==> src/rtl/rwe_bus_ctrl.sv <==
// rwe_bus_ctrl
//   Bus-side front end for a bank of rwe_reg bit cells. Turns APB-style slave
//   transfers into per-register read/write strobes, arbitrates hardware update
//   requests (routed to the cells through in_b / sel_ab) and folds the cells'
//   AND-gated ro outputs into the read-data bus. Every output is registered.
//
// Ports
//   clk, rst            clock (rising edge), asynchronous active-high reset
//   psel, penable       APB select / access phase
//   pwrite, paddr       direction (1 = write) and word address
//   pwdata              write data
//   prdata              read data (registered)
//   pready, pslverr     transfer complete / address error (valid with pready)
//   reg_wdata           bus data to in_a of every cell
//   reg_write           per-register write strobe
//   reg_sel_ab          per-register source select, 1 = hardware (in_b)
//   reg_read            per-register read enable
//   reg_ro              concatenated cell ro outputs, register i at [i*DW +: DW]
//   hw_req, hw_ack      hardware update request (level) / grant (1-cycle pulse)
module rwe_bus_ctrl #(
  parameter int NREG = 8,
  parameter int DW   = 8,
  parameter int AW   = 3
) (
  input  logic               clk,
  input  logic               rst,
  input  logic               psel,
  input  logic               penable,
  input  logic               pwrite,
  input  logic [AW-1:0]      paddr,
  input  logic [DW-1:0]      pwdata,
  output logic [DW-1:0]      prdata,
  output logic               pready,
  output logic               pslverr,
  output logic [DW-1:0]      reg_wdata,
  output logic [NREG-1:0]    reg_write,
  output logic [NREG-1:0]    reg_sel_ab,
  output logic [NREG-1:0]    reg_read,
  input  logic [NREG*DW-1:0] reg_ro,
  input  logic [NREG-1:0]    hw_req,
  output logic [NREG-1:0]    hw_ack
);

  typedef enum logic [1:0] {
    IDLE   = 2'd0,
    DECODE = 2'd1,
    STROBE = 2'd2,
    RESP   = 2'd3
  } state_t;

  localparam logic [AW:0] NREG_W = (AW+1)'(NREG);

  state_t            state, state_nx;

  // Transfer fields captured at the setup phase
  logic [AW-1:0]     addr_p0, addr_nx;
  logic              write_p0, write_nx;

  logic [DW-1:0]     prdata_nx;
  logic              pready_nx;
  logic              pslverr_nx;
  logic [DW-1:0]     reg_wdata_nx;
  logic [NREG-1:0]   reg_write_nx;
  logic [NREG-1:0]   reg_sel_ab_nx;
  logic [NREG-1:0]   reg_read_nx;
  logic [NREG-1:0]   hw_ack_nx;

  logic [NREG-1:0]   addr_dec;
  logic              addr_err;
  logic [DW-1:0]     ro_or;
  logic [NREG-1:0]   bus_wr;
  logic [NREG-1:0]   bus_rd;
  logic [NREG-1:0]   hw_mask;
  logic [NREG-1:0]   grant;

  always_comb begin
    addr_dec = '0;
    for (int i = 0; i < NREG; i++) begin
      if (addr_p0 == AW'(i)) addr_dec[i] = 1'b1;
    end
  end

  // Addresses NREG..2**AW-1 decode to nothing and are flagged as errors
  assign addr_err = ({1'b0, addr_p0} >= NREG_W);

  // Cells gate ro with their read enable, so a plain OR selects the addressed one
  always_comb begin
    ro_or = '0;
    for (int i = 0; i < NREG; i++) begin
      ro_or = ro_or | reg_ro[i*DW +: DW];
    end
  end

  always_comb begin
    state_nx     = state;
    addr_nx      = addr_p0;
    write_nx     = write_p0;
    reg_wdata_nx = reg_wdata;
    prdata_nx    = prdata;
    pready_nx    = 1'b0;
    pslverr_nx   = 1'b0;
    bus_wr       = '0;
    bus_rd       = '0;
    hw_mask      = '0;

    case (state)
      IDLE: begin
        if (psel && !penable) begin
          addr_nx      = paddr;
          write_nx     = pwrite;
          reg_wdata_nx = pwdata;
          state_nx     = DECODE;
        end
      end
      DECODE: begin
        if (!psel) begin
          state_nx = IDLE;
        end else if (addr_err) begin
          state_nx   = RESP;
          pready_nx  = 1'b1;
          pslverr_nx = 1'b1;
          prdata_nx  = '0;
        end else begin
          state_nx = STROBE;
          if (write_p0) begin
            bus_wr  = addr_dec;
            // A hardware grant to the same cell waits one cycle so its data lands last
            hw_mask = addr_dec;
          end else begin
            bus_rd = addr_dec;
          end
        end
      end
      STROBE: begin
        state_nx  = RESP;
        pready_nx = 1'b1;
        prdata_nx = write_p0 ? '0 : ro_or;
      end
      RESP: begin
        state_nx = IDLE;
      end
      default: begin
        state_nx = IDLE;
      end
    endcase

    // hw_ack masks the still-high request in the cycle after a grant
    grant         = hw_req & ~hw_ack & ~hw_mask;
    reg_write_nx  = bus_wr | grant;
    reg_sel_ab_nx = grant;
    reg_read_nx   = bus_rd;
    hw_ack_nx     = grant;
  end

  always_ff @(posedge clk or posedge rst) begin
    if (rst) begin
      state <= IDLE;
    end else begin
      state <= state_nx;
    end
  end

  // Registered outputs and captured transfer fields
  always_ff @(posedge clk or posedge rst) begin
    if (rst) begin
      addr_p0    <= '0;
      write_p0   <= 1'b0;
      prdata     <= '0;
      pready     <= 1'b0;
      pslverr    <= 1'b0;
      reg_wdata  <= '0;
      reg_write  <= '0;
      reg_sel_ab <= '0;
      reg_read   <= '0;
      hw_ack     <= '0;
    end else begin
      addr_p0    <= addr_nx;
      write_p0   <= write_nx;
      prdata     <= prdata_nx;
      pready     <= pready_nx;
      pslverr    <= pslverr_nx;
      reg_wdata  <= reg_wdata_nx;
      reg_write  <= reg_write_nx;
      reg_sel_ab <= reg_sel_ab_nx;
      reg_read   <= reg_read_nx;
      hw_ack     <= hw_ack_nx;
    end
  end

endmodule

==> config.mk <==
export PLATFORM = sky130hd
export DESIGN_NAME = rwe_bus_ctrl
export DESIGN_NICKNAME = d
export VERILOG_FILES = /design/src/rtl/rwe_bus_ctrl.sv
export SDC_FILE = /design/constraint.sdc
export NUM_CORES = 1
export LEC_CHECK = 0
export BUFFER_PORTS_ARGS = -buffer_cell sky130_fd_sc_hd__buf_2
export CORE_MARGIN = 2
export CORE_UTILIZATION = 44
export CTS_CLUSTER_DIAMETER = 100
export DETAILED_ROUTE_END_ITERATION = 8
export GPL_TIMING_DRIVEN = 0
export MAX_ROUTING_LAYER = met4
export PLACE_DENSITY = 0.95
export SKIP_LAST_GASP = 1
export SYNTH_ARGS = -nofsm -noshare
export SYNTH_HDL_FRONTEND = slang
export SYNTH_SLANG_ARGS = --single-unit
==> constraint.sdc <==
create_clock -name clk -period 3.64 [get_ports clk]
set_input_delay 0.182 -clock clk [delete_from_list [all_inputs] [get_ports clk]]
set_output_delay 0.182 -clock clk [all_outputs]
set_load 0.005 [all_outputs]
# Yosys cells after proc, flatten, opt, wreduce, memory -nomap -nowiden
# Index checks and enable logic that the tools add are counted.
[totals] ff_bits=47 in_bits=88 elab_cells=56 output_inout_bits=50
[classes] bitwise_logic=12 reduce_logical=5 n_eq_ne=11 muxes=19
[op_table] operator="$or 8x8->8" count=8
[op_table] operator="$mux 8" count=7
[op_table] operator="$and 8x8->8" count=2
[op_table] operator="$not 8->8" count=2
[op_table] operator="$eq 3x3->1 const B" count=4
[op_table] operator="$mux 1" count=9
[op_table] operator="$pmux 2 s4" count=1
[op_table] operator="$eq 3x2->1 const B" count=2
[op_table] operator="$eq 2x2->1 const B" count=2
[op_table] operator="$mux 2" count=2
[op_table] operator="$eq 3x1->1 const B" count=1
[op_table] operator="$logic_not 3->1" count=1
[op_table] operator="$eq 2x1->1 const B" count=1
[op_table] operator="$logic_not 2->1" count=1
[op_table] operator="$ne 2x2->1 const B" count=1
[op_table] operator="$reduce_and 2->1" count=1
[op_table] operator="$logic_and 1x1->1" count=1
[op_table] operator="$logic_not 1->1" count=1

# Logic depth before layout (Yosys ltp)
[logic_depth] word_depth=8 depth_mapped=3 ltp_nobuf=3

# Least setup slack after synthesis
# No wires, ideal clock.
[synth_timing] path_type="flip-flop to flip-flop" start="reg with a tool-made name" end="reg addr_p0[0]" setup_ns=0.125 path_stages_with_launch=4 t_arrival_ns=1.275 path_buffers=1 period_less_slack_ns=1.400 required_ns=3.515 setup_slack_ns=2.240 path_cell_list="dfrtp_1 > nor4b_4 > buf_6 > mux2_2"
[synth_rtl] element="to (signal assigned)" line="177" text="addr_p0 <= addr_nx;"
[synth_rtl] element="to (decl)" line="56" text="logic [AW-1:0] addr_p0, addr_nx;"

==> results_dict.tcl <==
set metrics [dict create \
    first_global_vias 1778 \
    ant_nets 0 \
    yosys_warnings 0 \
    path_clk_slew_ns 0.09 \
    ios 138 \
    initial_utilization 0.4531 \
    gp_congestion 0.7843 \
    wl_um 5116 \
    holdBufCountCts 1 \
    nNetsFinal 394 \
    grt_antenna_before_repair 0 \
    dp_worst_setup_slack_ns 2.123 \
    clockRootBuffer "clkbuf_8" \
    num_antenna_cells 0 \
    htreeDepth 2 \
    syn_inst 161 \
    port_buffers 136 \
    hold_viol_final 0 \
    initialDrtViolationCount 55 \
    path_class "flop to flop" \
    syn_area_per_cell_um2 12.08 \
    end_kind "flop" \
    cts.sinks 47 \
    rows 24 \
    synth_area_um2 1946 \
    final_cell_area_um2 2816 \
    setup_viol 0 \
    dpl.hpwl_um 4185 \
    power_density_nw_per_um2 583.1 \
    synth.largest_area_cell "dfrtp_1" \
    synthTopCellsByArea "dfrtp_1 (60%), mux2_2 (6.9%), nor4_1 (5.1%)" \
    crit_fanout 10 \
    syn_to_final_growth_pct 44.76 \
    vias 1753 \
    crit_path_start_kind "flop" \
    status "complete, no violations" \
    fp.dieW_um 70.50 \
    crit_required_ns 3.83 \
    placed_area_um2 2711 \
    numCtsBuffers 5 \
    grt_max_degree 34 \
    critical_path_arrival_ns 1.72 \
    dieHeight_um 70.50 \
    power.leakage_nw 1.482 \
    ir_drop_uv 315.7 \
    ys_ff_latch 47 \
    avgViaCountPerCell 4.883 \
    fin_ws_ns 2.107 \
    cts-resized-gates 0 \
    die-area_um2 4970 \
    grt_overflow 0 \
    max-cap-violations 0 \
    skew_ns 0.006642 \
    ys_types 28 \
    gr-usage-all-layers 0.2204 \
    worst_pin_slew_ns 0.6157 \
    clk_path_buf_depth 2 \
    fin_tns_setup_ns 0 \
    synth-seq-area-share 0.6045 \
    netlist.area_leader.share 0.6045 \
    slew_violations 0 \
    worstSkewPairLatency_ns 0.30 \
    hold_path.class "input port to flop" \
    rsz0062_at_grt "false" \
    max_freq_mhz 652.5 \
    hp-start "pwdata[2]" \
    cts_tree "yes" \
    routedWlPerCell_um 14.25 \
    cts_setup_buffers 0 \
    slew_headroom 0.5880 \
    drive_gt1_frac 0.5668 \
    syn_nets 249 \
    core_area_um2 4294 \
    period_needed_ns 1.533 \
    firstDrtPassIters 4 \
    drc 0 \
    period_share 0.4211 \
    grt_pass1_wl_um 8162 \
]
[layout by cell type (no fill, tap or decap)]
| cell | n |
|---|---|
| or4_4 | 1 |
| dfrtp_1 | 47 |
| buf_4 | 9 |
| o21ai_1 | 3 |
| o31ai_4 | 1 |
| nor4_1 | 16 |
| buf_6 | 1 |
| clkinv_4 | 1 |
| nand2b_1 | 12 |
| buf_2 | 137 |
| a22o_1 | 8 |
| nor4b_4 | 1 |
| o21ai_0 | 4 |
| mux2_2 | 12 |
| a31oi_1 | 2 |
| clkbuf_8 | 6 |
| inv_2 | 1 |
| nor2_1 | 10 |
| or3_1 | 1 |
| nor3_1 | 2 |
| inv_1 | 2 |
| nand3_1 | 1 |
| or3_4 | 1 |
| dlygate4sd3_1 | 1 |
| o31ai_1 | 1 |
| buf_12 | 1 |
| nor2b_1 | 2 |
| buf_1 | 2 |
| a21oi_1 | 7 |
| conb_1 | 1 |
| nand2_1 | 10 |
| or2_2 | 1 |
| nor3_2 | 1 |
| clkbuf_1 | 1 |
[registers in the layout, summed over array words and instances (netlist names), named ones only]
register and flops:
prdata 8, reg_read 8, reg_wdata 8, hw_ack 8, state 1, addr_p0 3, reg_write 8, pready 1
write_p0 1
[cell type report]
cell class | count | area [um^2]
fillers | 346 | 1478
flip-flops and latches | 47 | 1176
repair buffers | 138 | 710.7
multi-input cells | 98 | 666.9
plain buffers | 13 | 91.34
clock buffers | 7 | 86.33
well taps | 52 | 65.06
inverters | 3 | 11.26
clock inverters | 1 | 8.758
[routing by layer]
layer | global-route usage | vias up | part of all wire
li1 | - | 857 | -
met1 | 0.2424 | 797 | 0.38
met2 | 0.3952 | 88 | 0.53
met3 | 0.03752 | 11 | 0.073
met4 | 0.08547 | 0 | 0.022
met5 | - | - | 0
[Yosys cell counts (all sizes together)]
library cell	number
or4	1
or3	2
nor4b	1
nand3	1
a22o	8
conb	1
a31oi	2
nor4	16
inv	3
a21oi	7
buf	13
mux2	12
nor3	3
or2	1
nand2b	12
dfrtp	47
o21ai	7
nor2	10
nor2b	2
o31ai	2
nand2	10
[power by group]
part	switching (W)	internal (W)
clock network	0.000175	0.000156
logic	0.000257	0.000287
registers	0.0000976	0.000670
total	0.000529	0.00111
[cells by family after synthesis]
logic type,synth area share
compound gates,0.09325
buf+inv,0.05273
flops,0.6045
mux,0.06945
other cells,0.001927
simple gates,0.1781
[critical path, cell delays in order, from the launching register on]
cell     delay, ns
dfrtp_1       0.48
nor4b_4       0.40
buf_6         0.20
mux2_2        0.34
[final timing paths]
path / end / slack (ns) / depth (start not counted)
worst max register to register: reg_wdata[0] / 2.11 / 3
max in group asynchronous: addr_p0[0] / 2.78 / 4
min in group asynchronous: reg_wdata[2] / 0.38 / 3
worst max-delay path: reg_wdata[0] / 2.11 / 3
worst min-delay path: reg_wdata[2] / 0.11 / 2
worst min register to register: reg_wdata[1] / 0.51 / 1
[through the flow]
step                      hold slack, ns  utilization  cells  power (W)
after detailed placement          0.1674       0.6314    350   0.001325
final                             0.1058       0.6559    359   0.001642
after floorplan                   0.3227            -    161   0.001076
after CTS                         0.1033       0.6559    359   0.001653
after global routing              0.1076       0.6559    359   0.001730
after global placement            0.4140       0.6267    349   0.001290
(Power assumes the default switching activity.)
